[config.mk]
export PLATFORM = sky130hd
export DESIGN_NAME = aes_ctrl_fsm
export DESIGN_NICKNAME = d
export VERILOG_FILES = /design/src/rtl/aes_ctrl_fsm.sv
export SDC_FILE = /design/constraint.sdc
export NUM_CORES = 1
export LEC_CHECK = 0
export ABC_AREA = 1
export CAP_MARGIN = 5
export CELL_PAD_IN_SITES_DETAIL_PLACEMENT = 0
export CELL_PAD_IN_SITES_GLOBAL_PLACEMENT = 1
export CORE_MARGIN = 5
export CORE_UTILIZATION = 40
export DETAILED_ROUTE_END_ITERATION = 7
export DONT_BUFFER_PORTS = 1
export PLACE_DENSITY_LB_ADDON = 0.12
export SETUP_SLACK_MARGIN = 0.1
export SYNTH_ARGS = -nofsm -noshare
export SYNTH_HDL_FRONTEND = slang
export SYNTH_SLANG_ARGS = --single-unit
[constraint.sdc]
create_clock -name clk_i -period 2.31 [get_ports clk_i]
set_clock_uncertainty 0.05 [all_clocks]
set_input_delay 0.462 -clock clk_i [delete_from_list [all_inputs] [get_ports clk_i]]
set_output_delay 0.462 -clock clk_i [all_outputs]
set_load 0.02 [all_outputs]
[src/rtl/aes_ctrl_fsm.sv]
// AES HWPE job controller: latches a job from the register file, clears the
// datapath, programs source/sink streams, counts finished blocks and signals
// job completion with a one-cycle event.
//
// state | meaning
// ------+-------------------------------------------------------------
// IDLE  | waiting for start_i, config registers hold the last job
// CLEAR | one-cycle clear pulse to streamer and engine
// ISSUE | source/sink stream requests outstanding until acknowledged
// RUN   | streams running, counting blocks and waiting for sink finish
// DONE  | one-cycle completion event, then back to IDLE
module aes_ctrl_fsm #(
  parameter int ADDR_WIDTH = 32,
  parameter int LEN_WIDTH  = 16
) (
  input  logic                   clk_i,
  input  logic                   rst_ni,
  input  logic                   start_i,
  input  logic                   soft_clear_i,
  input  logic [ADDR_WIDTH-1:0]  src_addr_i,
  input  logic [ADDR_WIDTH-1:0]  dst_addr_i,
  input  logic [LEN_WIDTH-1:0]   n_blocks_i,
  output logic                   clear_o,
  output logic                   src_req_o,
  input  logic                   src_ack_i,
  output logic [ADDR_WIDTH-1:0]  src_addr_o,
  output logic                   dst_req_o,
  input  logic                   dst_ack_i,
  output logic [ADDR_WIDTH-1:0]  dst_addr_o,
  output logic [LEN_WIDTH+1:0]   len_words_o,
  input  logic                   blk_done_i,
  input  logic                   dst_done_i,
  output logic                   busy_o,
  output logic                   done_evt_o
);

  typedef enum logic [2:0] {
    IDLE  = 3'd0,
    CLEAR = 3'd1,
    ISSUE = 3'd2,
    RUN   = 3'd3,
    DONE  = 3'd4
  } state_t;

  state_t                 state_q;
  logic [LEN_WIDTH-1:0]   n_blocks_q;
  logic [LEN_WIDTH-1:0]   blk_cnt_q;
  logic                   src_ok_q;
  logic                   dst_ok_q;
  logic                   dst_fin_q;

  logic                   src_ok_n;
  logic                   dst_ok_n;
  logic                   dst_fin_n;
  logic [LEN_WIDTH-1:0]   blk_cnt_n;

  // A stream word is 32 bits, a block is four words.
  assign len_words_o = {n_blocks_q, 2'b00};

  // Next values of the sticky handshake flags and the saturating block counter;
  // using them directly lets an ack or pulse take effect in the cycle it arrives.
  always_comb begin
    src_ok_n  = src_ok_q | src_ack_i;
    dst_ok_n  = dst_ok_q | dst_ack_i;
    dst_fin_n = dst_fin_q | dst_done_i;
    blk_cnt_n = blk_cnt_q;
    if (blk_done_i && (blk_cnt_q != n_blocks_q)) begin
      blk_cnt_n = blk_cnt_q + 1'b1;
    end
  end

  // Job sequencer with registered outputs; soft_clear_i overrides every transition.
  always_ff @(posedge clk_i or negedge rst_ni) begin
    if (!rst_ni) begin
      state_q    <= IDLE;
      n_blocks_q <= '0;
      blk_cnt_q  <= '0;
      src_ok_q   <= 1'b0;
      dst_ok_q   <= 1'b0;
      dst_fin_q  <= 1'b0;
      src_addr_o <= '0;
      dst_addr_o <= '0;
      clear_o    <= 1'b0;
      src_req_o  <= 1'b0;
      dst_req_o  <= 1'b0;
      busy_o     <= 1'b0;
      done_evt_o <= 1'b0;
    end else begin
      clear_o    <= 1'b0;
      done_evt_o <= 1'b0;
      if (soft_clear_i) begin
        state_q   <= IDLE;
        clear_o   <= 1'b1;
        src_req_o <= 1'b0;
        dst_req_o <= 1'b0;
        busy_o    <= 1'b0;
      end else begin
        case (state_q)
          IDLE: begin
            if (start_i) begin
              src_addr_o <= src_addr_i;
              dst_addr_o <= dst_addr_i;
              n_blocks_q <= n_blocks_i;
              busy_o     <= 1'b1;
              if (n_blocks_i == '0) begin
                // Empty job: nothing to stream, report completion straight away.
                state_q    <= DONE;
                done_evt_o <= 1'b1;
              end else begin
                state_q <= CLEAR;
                clear_o <= 1'b1;
              end
            end
          end
          CLEAR: begin
            state_q   <= ISSUE;
            blk_cnt_q <= '0;
            src_ok_q  <= 1'b0;
            dst_ok_q  <= 1'b0;
            dst_fin_q <= 1'b0;
            src_req_o <= 1'b1;
            dst_req_o <= 1'b1;
          end
          ISSUE: begin
            src_ok_q  <= src_ok_n;
            dst_ok_q  <= dst_ok_n;
            src_req_o <= ~src_ok_n;
            dst_req_o <= ~dst_ok_n;
            blk_cnt_q <= blk_cnt_n;
            dst_fin_q <= dst_fin_n;
            if (src_ok_n && dst_ok_n) begin
              state_q <= RUN;
            end
          end
          RUN: begin
            blk_cnt_q <= blk_cnt_n;
            dst_fin_q <= dst_fin_n;
            if ((blk_cnt_n == n_blocks_q) && dst_fin_n) begin
              state_q    <= DONE;
              done_evt_o <= 1'b1;
            end
          end
          DONE: begin
            state_q <= IDLE;
            busy_o  <= 1'b0;
          end
          default: begin
            state_q <= IDLE;
            busy_o  <= 1'b0;
          end
        endcase
      end
    end
  end

endmodule

==> impl_metrics.toml, run 1 <==
[flow_run]
drv_cap = 0

[worst_setup_path]
crit_fanout = 4
worst_setup_path_end_kind = "register"
cp_slowest_cell = "dfrtp_1"
cpMostUsedCell = "nand2_1"
slowest_delay_ns = 0.44
crit_chain = "ha_2, nand2_4, nor2_4, nand2_2, buf_4, nor4_4, nand2_1, nand2_1, nand2_1, nor2_1, nand2_1, nor2_2, nand2_1, nand2_2, nand2_2, nor2_2"
worst-path-buf-inv = 1
path_delay_family = "simple AND/OR/NAND/NOR gates"
arrival_ns = 2.53
startpoint_type = "register"
required_ns = 2.55
path_class = "register to register"

[global_route]
track_usage = 0.188
grt_pass1_wl_um = 21900
grt_pass1_vias = 4129
grt_start_max_net_pins = 108
antenna_found_initial = 0
overflow = 0

[clock_tree]
ctsRootBufferMaster = "clkbuf_16"
h-tree-depth = 3
cts_buffers = 9
clk_latency_ns = 0.36
cts_buffer_depth = 2
path_clk_slew_ns = 0.08
cts_tree = "done"
cts_num_sinks = 107

[yosys]
syn_avg_cell_area_um2 = 9.36
synth-xor-area-share = 0.0154
yosys_warnings = 0
ys_seq_area_frac = 0.522
syn_inst = 548
ys_ff_latch = 107
netlist_area_um2 = 5130
synthAdderAreaFrac = 0.00244
synth_compound_area_frac = 0.0615
synth_top_family_by_area = "simple AND/OR/NAND/NOR gates"
synth.distinct_cells = 32
yosys.area_share.simple = 0.194
synth.area.mux_share = 0.141

[detailed_routing]
routed_wl_um = 14200
drc = 0
drtAntennaViolNets = 0
drtIter0Drc = 192
wl_per_cell_um = 17.6
vias_per_cell = 4.94
via_count = 3989
drtPass1Iterations = 4

[cells_and_area]
nFillCells = 1245
area_growth_pct = 25.2
multiInputGateArea_um2 = 2310
layout.nets = 719
layout_common_cells = "dfrtp_1, nand2_1, buf_4"
regArea_um2 = 2680
final_common_cell = "dfrtp_1"
utilization = 0.509
diodes = 0
drive_gt1_frac = 0.373

[pwr]
p_leak_nw = 3.01
power_density_nw_per_um2 = 1390
power_mw = 8.91
ir_drop_v = 0.000713

[sta]
worst_pin_slew_ns = 0.521
hold_viol = 107
setup_viol = 0
relSlewSlack = 0.649
maxSlewViolCount = 0
hold_slack_ns = -0.254
fin_crit_sh = 0.992
setup_tns_ns = 0
fmax_ghz = 0.436
period_needed_ns = 2.29
grt_setup_unrepaired = "true"

[run_status]
status = "finished with violations"
violations = "hold timing"

[floorplanning]
std_cell_rows = 41
core_um2 = 12600
die_x_um = 123
boundaryPins = 175
start_util = 0.406
die_area_um2 = 15200
die_h_um = 123

[placed_design]
portBuffers = 0
dp_hpwl_um = 10500
place_congestion = 0.873

[hold_path]
hold_path_class = "input pin to async pin"
-- metal layers --
| metal | up-vias | GRT usage | part of all wire |
|---|---|---|---|
| met3 | 9 | 0.0755 | 0.085 |
| met1 | 1899 | 0.231 | 0.41 |
| met2 | 125 | 0.304 | 0.50 |
| li1 | 1956 | - | - |
| met4 | 0 | 0.0588 | 0.011 |
| met5 | - | 0 | 0 |
-- registers in the layout, indices dropped and copies added, names as in the netlist --
name and cells:
dst_req_o 1, clear_o 1, src_ok_q 1, dst_fin_q 1
dst_addr_o 32, dst_ok_q 1, n_blocks_q 16, done_evt_o 1
src_req_o 1, busy_o 1, blk_cnt_q 16, state_q 3
src_addr_o 32
-- cell usage after synthesis --
library cell	instances	area, um^2
a21boi_0	1	7.51
or2_2	1	6.26
buf_4	3	22.5
nand3b_2	2	22.5
a21oi_1	23	115
xor2_1	9	78.8
buf_6	2	22.5
nor2_1	51	191
nor2_2	2	12.5
ha_1	1	12.5
inv_1	58	218
buf_1	6	22.5
o31ai_1	2	15.0
o211ai_1	1	7.51
clkinv_1	1	3.75
a22oi_1	1	7.51
nand4_1	8	50.1
inv_2	4	15.0
nor4_1	7	43.8
nand3b_1	1	7.51
nand2_1	113	424
o22ai_1	12	75.1
nand3_1	30	150
dfrtp_1	107	2680
mux2_2	64	721
o21ai_0	16	80.1
nor3_1	7	35.0
clkbuf_1	5	18.8
nand2_2	7	43.8
nor3_2	1	10.0
o21a_1	1	7.51
conb_1	1	3.75
-- report_power, final --
| group | switching [mW] | internal [mW] | leakage [nW] |
|---|---|---|---|
| logic | 1.64 | 1.55 | 1.58 |
| registers | 1.45 | 2.75 | 1.28 |
| clock network | 0.772 | 0.761 | 0.141 |
-- stage by stage --
step | worst slack, ns | hold slack (ns) | instance area, um^2 | instances
finish | 0.0188 | -0.254 | 6420 | 807
global route | -0.0967 | -0.269 | 6420 | 807
CTS | 0.105 | -0.272 | 6130 | 790
detailed placement | 0.00443 | 0.120 | 5750 | 768
global placement | -0.0536 | 0.120 | 5750 | 768
floorplan | 0.235 | 0.116 | 5130 | 549
-- final timing paths --
path                         startpoint        endpoint  slack (ns)  cells after the start
hold / removal                   rst_ni   n_blocks_q[2]       -0.25                      0
max in group asynchronous        rst_ni  src_addr_o[20]        2.25                      0
hold reg to reg                src_ok_q        src_ok_q        0.45                      1
setup / recovery           blk_cnt_q[1]      state_q[2]        0.02                     16
setup reg to reg           blk_cnt_q[1]      state_q[2]        0.02                     16
min in group clk_i              start_i      done_evt_o        0.19                      2
-- cells by family (layout without fill, tap and decap cells) --
group                    Yosys count  after routing
AO/OA/AOI/OAI                     57             57
XOR/XNOR                           9              9
adder cells (fa/ha/maj)            1              1
buffers and inverters             79            165
flip-flops                       107            107
multiplexers                      64             64
other                              1              2
AND/OR/NAND/NOR                  230            230
-- layout make-up --
type | count | area share
clock buffer | 9 | 0.0351
clock inverter | 7 | 0.0109
inverter | 63 | 0.0368
multi-input combinational | 363 | 0.360
sequential | 107 | 0.417
tap | 172 | 0.0335
timing repair buffer | 86 | 0.107
-- what timing repair did --
| item | in CTS | in global routing |
|---|---|---|
| pin swaps | 1 | 38 |
| setup endpoints to repair | 4 | 4 |
| gates cloned | 1 | 0 |
| endpoints found under the hold margin | 107 | 107 |
| gates resized for setup | 13 | 55 |
| buffers inserted | 5 | 18 |
No activity file was read; power rests on OpenSTA's default activity.
==> inputs of run 2 (changes only) <==
==> constraint.sdc (replaced) <==
create_clock -name clk_i -period 2.31 [get_ports clk_i]
set_clock_uncertainty 0.05 [all_clocks]
set_input_delay 0.462 -clock clk_i [delete_from_list [all_inputs] [get_ports clk_i]]
set_output_delay 0.462 -clock clk_i [all_outputs]
set_load 0.1 [all_outputs]
==> impl_metrics.toml, run 2 (synthesis results as in run 1) <==
[run_status]
status = "finished with violations"
violations = "hold timing, setup timing"

[worst_setup_path]
reg2regPathDepth = 19
worst_setup_path_end_kind = "register"
crit_fanout = 8
r2r_start = "n_blocks_q[7]"
r2r_slack_ns = -0.03
regToRegEndpoint = "state_q[1]"
path_class = "register to register"
arrival_ns = 2.53
required_ns = 2.50
startpoint_type = "register"

[clock_tree]
cts_buffer_depth = 2
clk_latency_ns = 0.35
cts_tree = "done"
cts_buffers = 9
h-tree-depth = 3
cts_num_sinks = 107
path_clk_slew_ns = 0.08
ctsRootBufferMaster = "clkbuf_16"

[placed_design]
dp_hpwl_um = 10300
portBuffers = 0
place_congestion = 0.886

[global_route]
track_usage = 0.194
gr-usage-met3 = 0.0750
top_usage_layer = "met2"
overflow = 0
grt_pass1_wl_um = 22700
grt_pass1_vias = 4346
gr-usage-met1 = 0.241
antenna_found_initial = 0
use_met2 = 0.314
grt_start_max_net_pins = 108

[sta]
fin_ws_ns = -0.0327
setup_viol = 4
hold_slack_ns = -0.255
grt_setup_unrepaired = "true"
maxSlewViolCount = 0
fmax_ghz = 0.427
hold_viol = 107
fin_crit_sh = 1.01
period_needed_ns = 2.34
worst_pin_slew_ns = 0.950
relSlewSlack = 0.367

[floorplanning]
die_area_um2 = 15200
start_util = 0.406
core_um2 = 12600
die_x_um = 123
std_cell_rows = 41
boundaryPins = 175
die_h_um = 123

[detailed_routing]
wl_per_cell_um = 17.9
drc = 0
via_count = 4089
drtAntennaViolNets = 0
drtIter0Drc = 249
vias_per_cell = 5.01
drtPass1Iterations = 4
routed_wl_um = 14600

[cells_and_area]
diodes = 0
top_regs = "dst_addr_o (32), src_addr_o (32)"
drive_gt1_frac = 0.436
area_growth_pct = 30.9
final_common_cell = "dfrtp_1"
layout.nets = 728
layout_common_cells = "dfrtp_1, buf_4, nand2_1"

[flow_run]
drv_cap = 0

[hold_path]
hold_path_class = "input pin to async pin"
## run 2: area by class of cell
type	count	area, um^2
clock buffers	9	225
clock inverters	7	93.8
fillers	1183	5910
inverters	63	239
multi-input cells	363	2390
flip-flops and latches	107	2730
well taps	172	215
repair buffers	95	818
## run 2: worst max path at each step
stage | start | endpoint | cells past startpoint
finish | n_blocks_q[7] | state_q[1] | 19
CTS | n_blocks_q[1] | state_q[0] | 18
floorplan | n_blocks_q[13] | state_q[1] | 18
global placement | n_blocks_q[8] | state_q[1] | 16
detailed placement | n_blocks_q[8] | state_q[0] | 16
global route | n_blocks_q[7] | state_q[1] | 18
## run 2: metal layers
layer  vias to the layer above  wire [um]  share of wire
li1                       1975          -              -
met1                      1966       6000           0.41
met2                       135       7210           0.49
met3                        13       1190          0.081
met4                         0        203          0.014
met5                         -          0              0
## run 2: critical path, cell delays in order (launching register included)
cell and delay, ns:
dfrtp_4 0.51, inv_4 0.08, nand2_1 0.07, nand2_2 0.08, nor2_1 0.05, nand2_1 0.09
nor2_2 0.04, nand2_2 0.09, buf_12 0.14, buf_12 0.13, buf_4 0.11, nand3_1 0.07
nand2_1 0.07, nand2_1 0.05, nor2_1 0.09, nand2_1 0.07, nor2_2 0.15, nand2_1 0.09
nand2_2 0.10, o211ai_1 0.09
## run 2: what timing repair did
action | 4_1_cts | 5_1_grt
pin swaps | 23 | 22
setup endpoints to repair | 4 | 9
gates resized for setup | 42 | 52
buffers inserted | 21 | 10
hold endpoints to repair | 107 | 107
gates cloned | 1 | 0
## run 2: through the flow
| stage | utilization | setup TNS (ns) | cell area, um^2 | setup WS (ns) | instances |
|---|---|---|---|---|---|
| 3_3_place_gp | 0.464 | -0.0376 | 5850 | -0.0233 | 771 |
| 6_report | 0.532 | -0.0719 | 6710 | -0.0327 | 816 |
| 3_5_place_dp | 0.464 | -0.113 | 5850 | -0.0540 | 771 |
| 2_1_floorplan | - | 0 | 5180 | 0.101 | 549 |
| 4_1_cts | 0.516 | 0 | 6510 | 0.0470 | 809 |
| 5_1_grt | 0.532 | -0.557 | 6710 | -0.162 | 816 |
Power of run 2 is left out: the tool's default activity adds up to more than one toggle a clock period on the data nets, which glitch-free logic cannot reach.
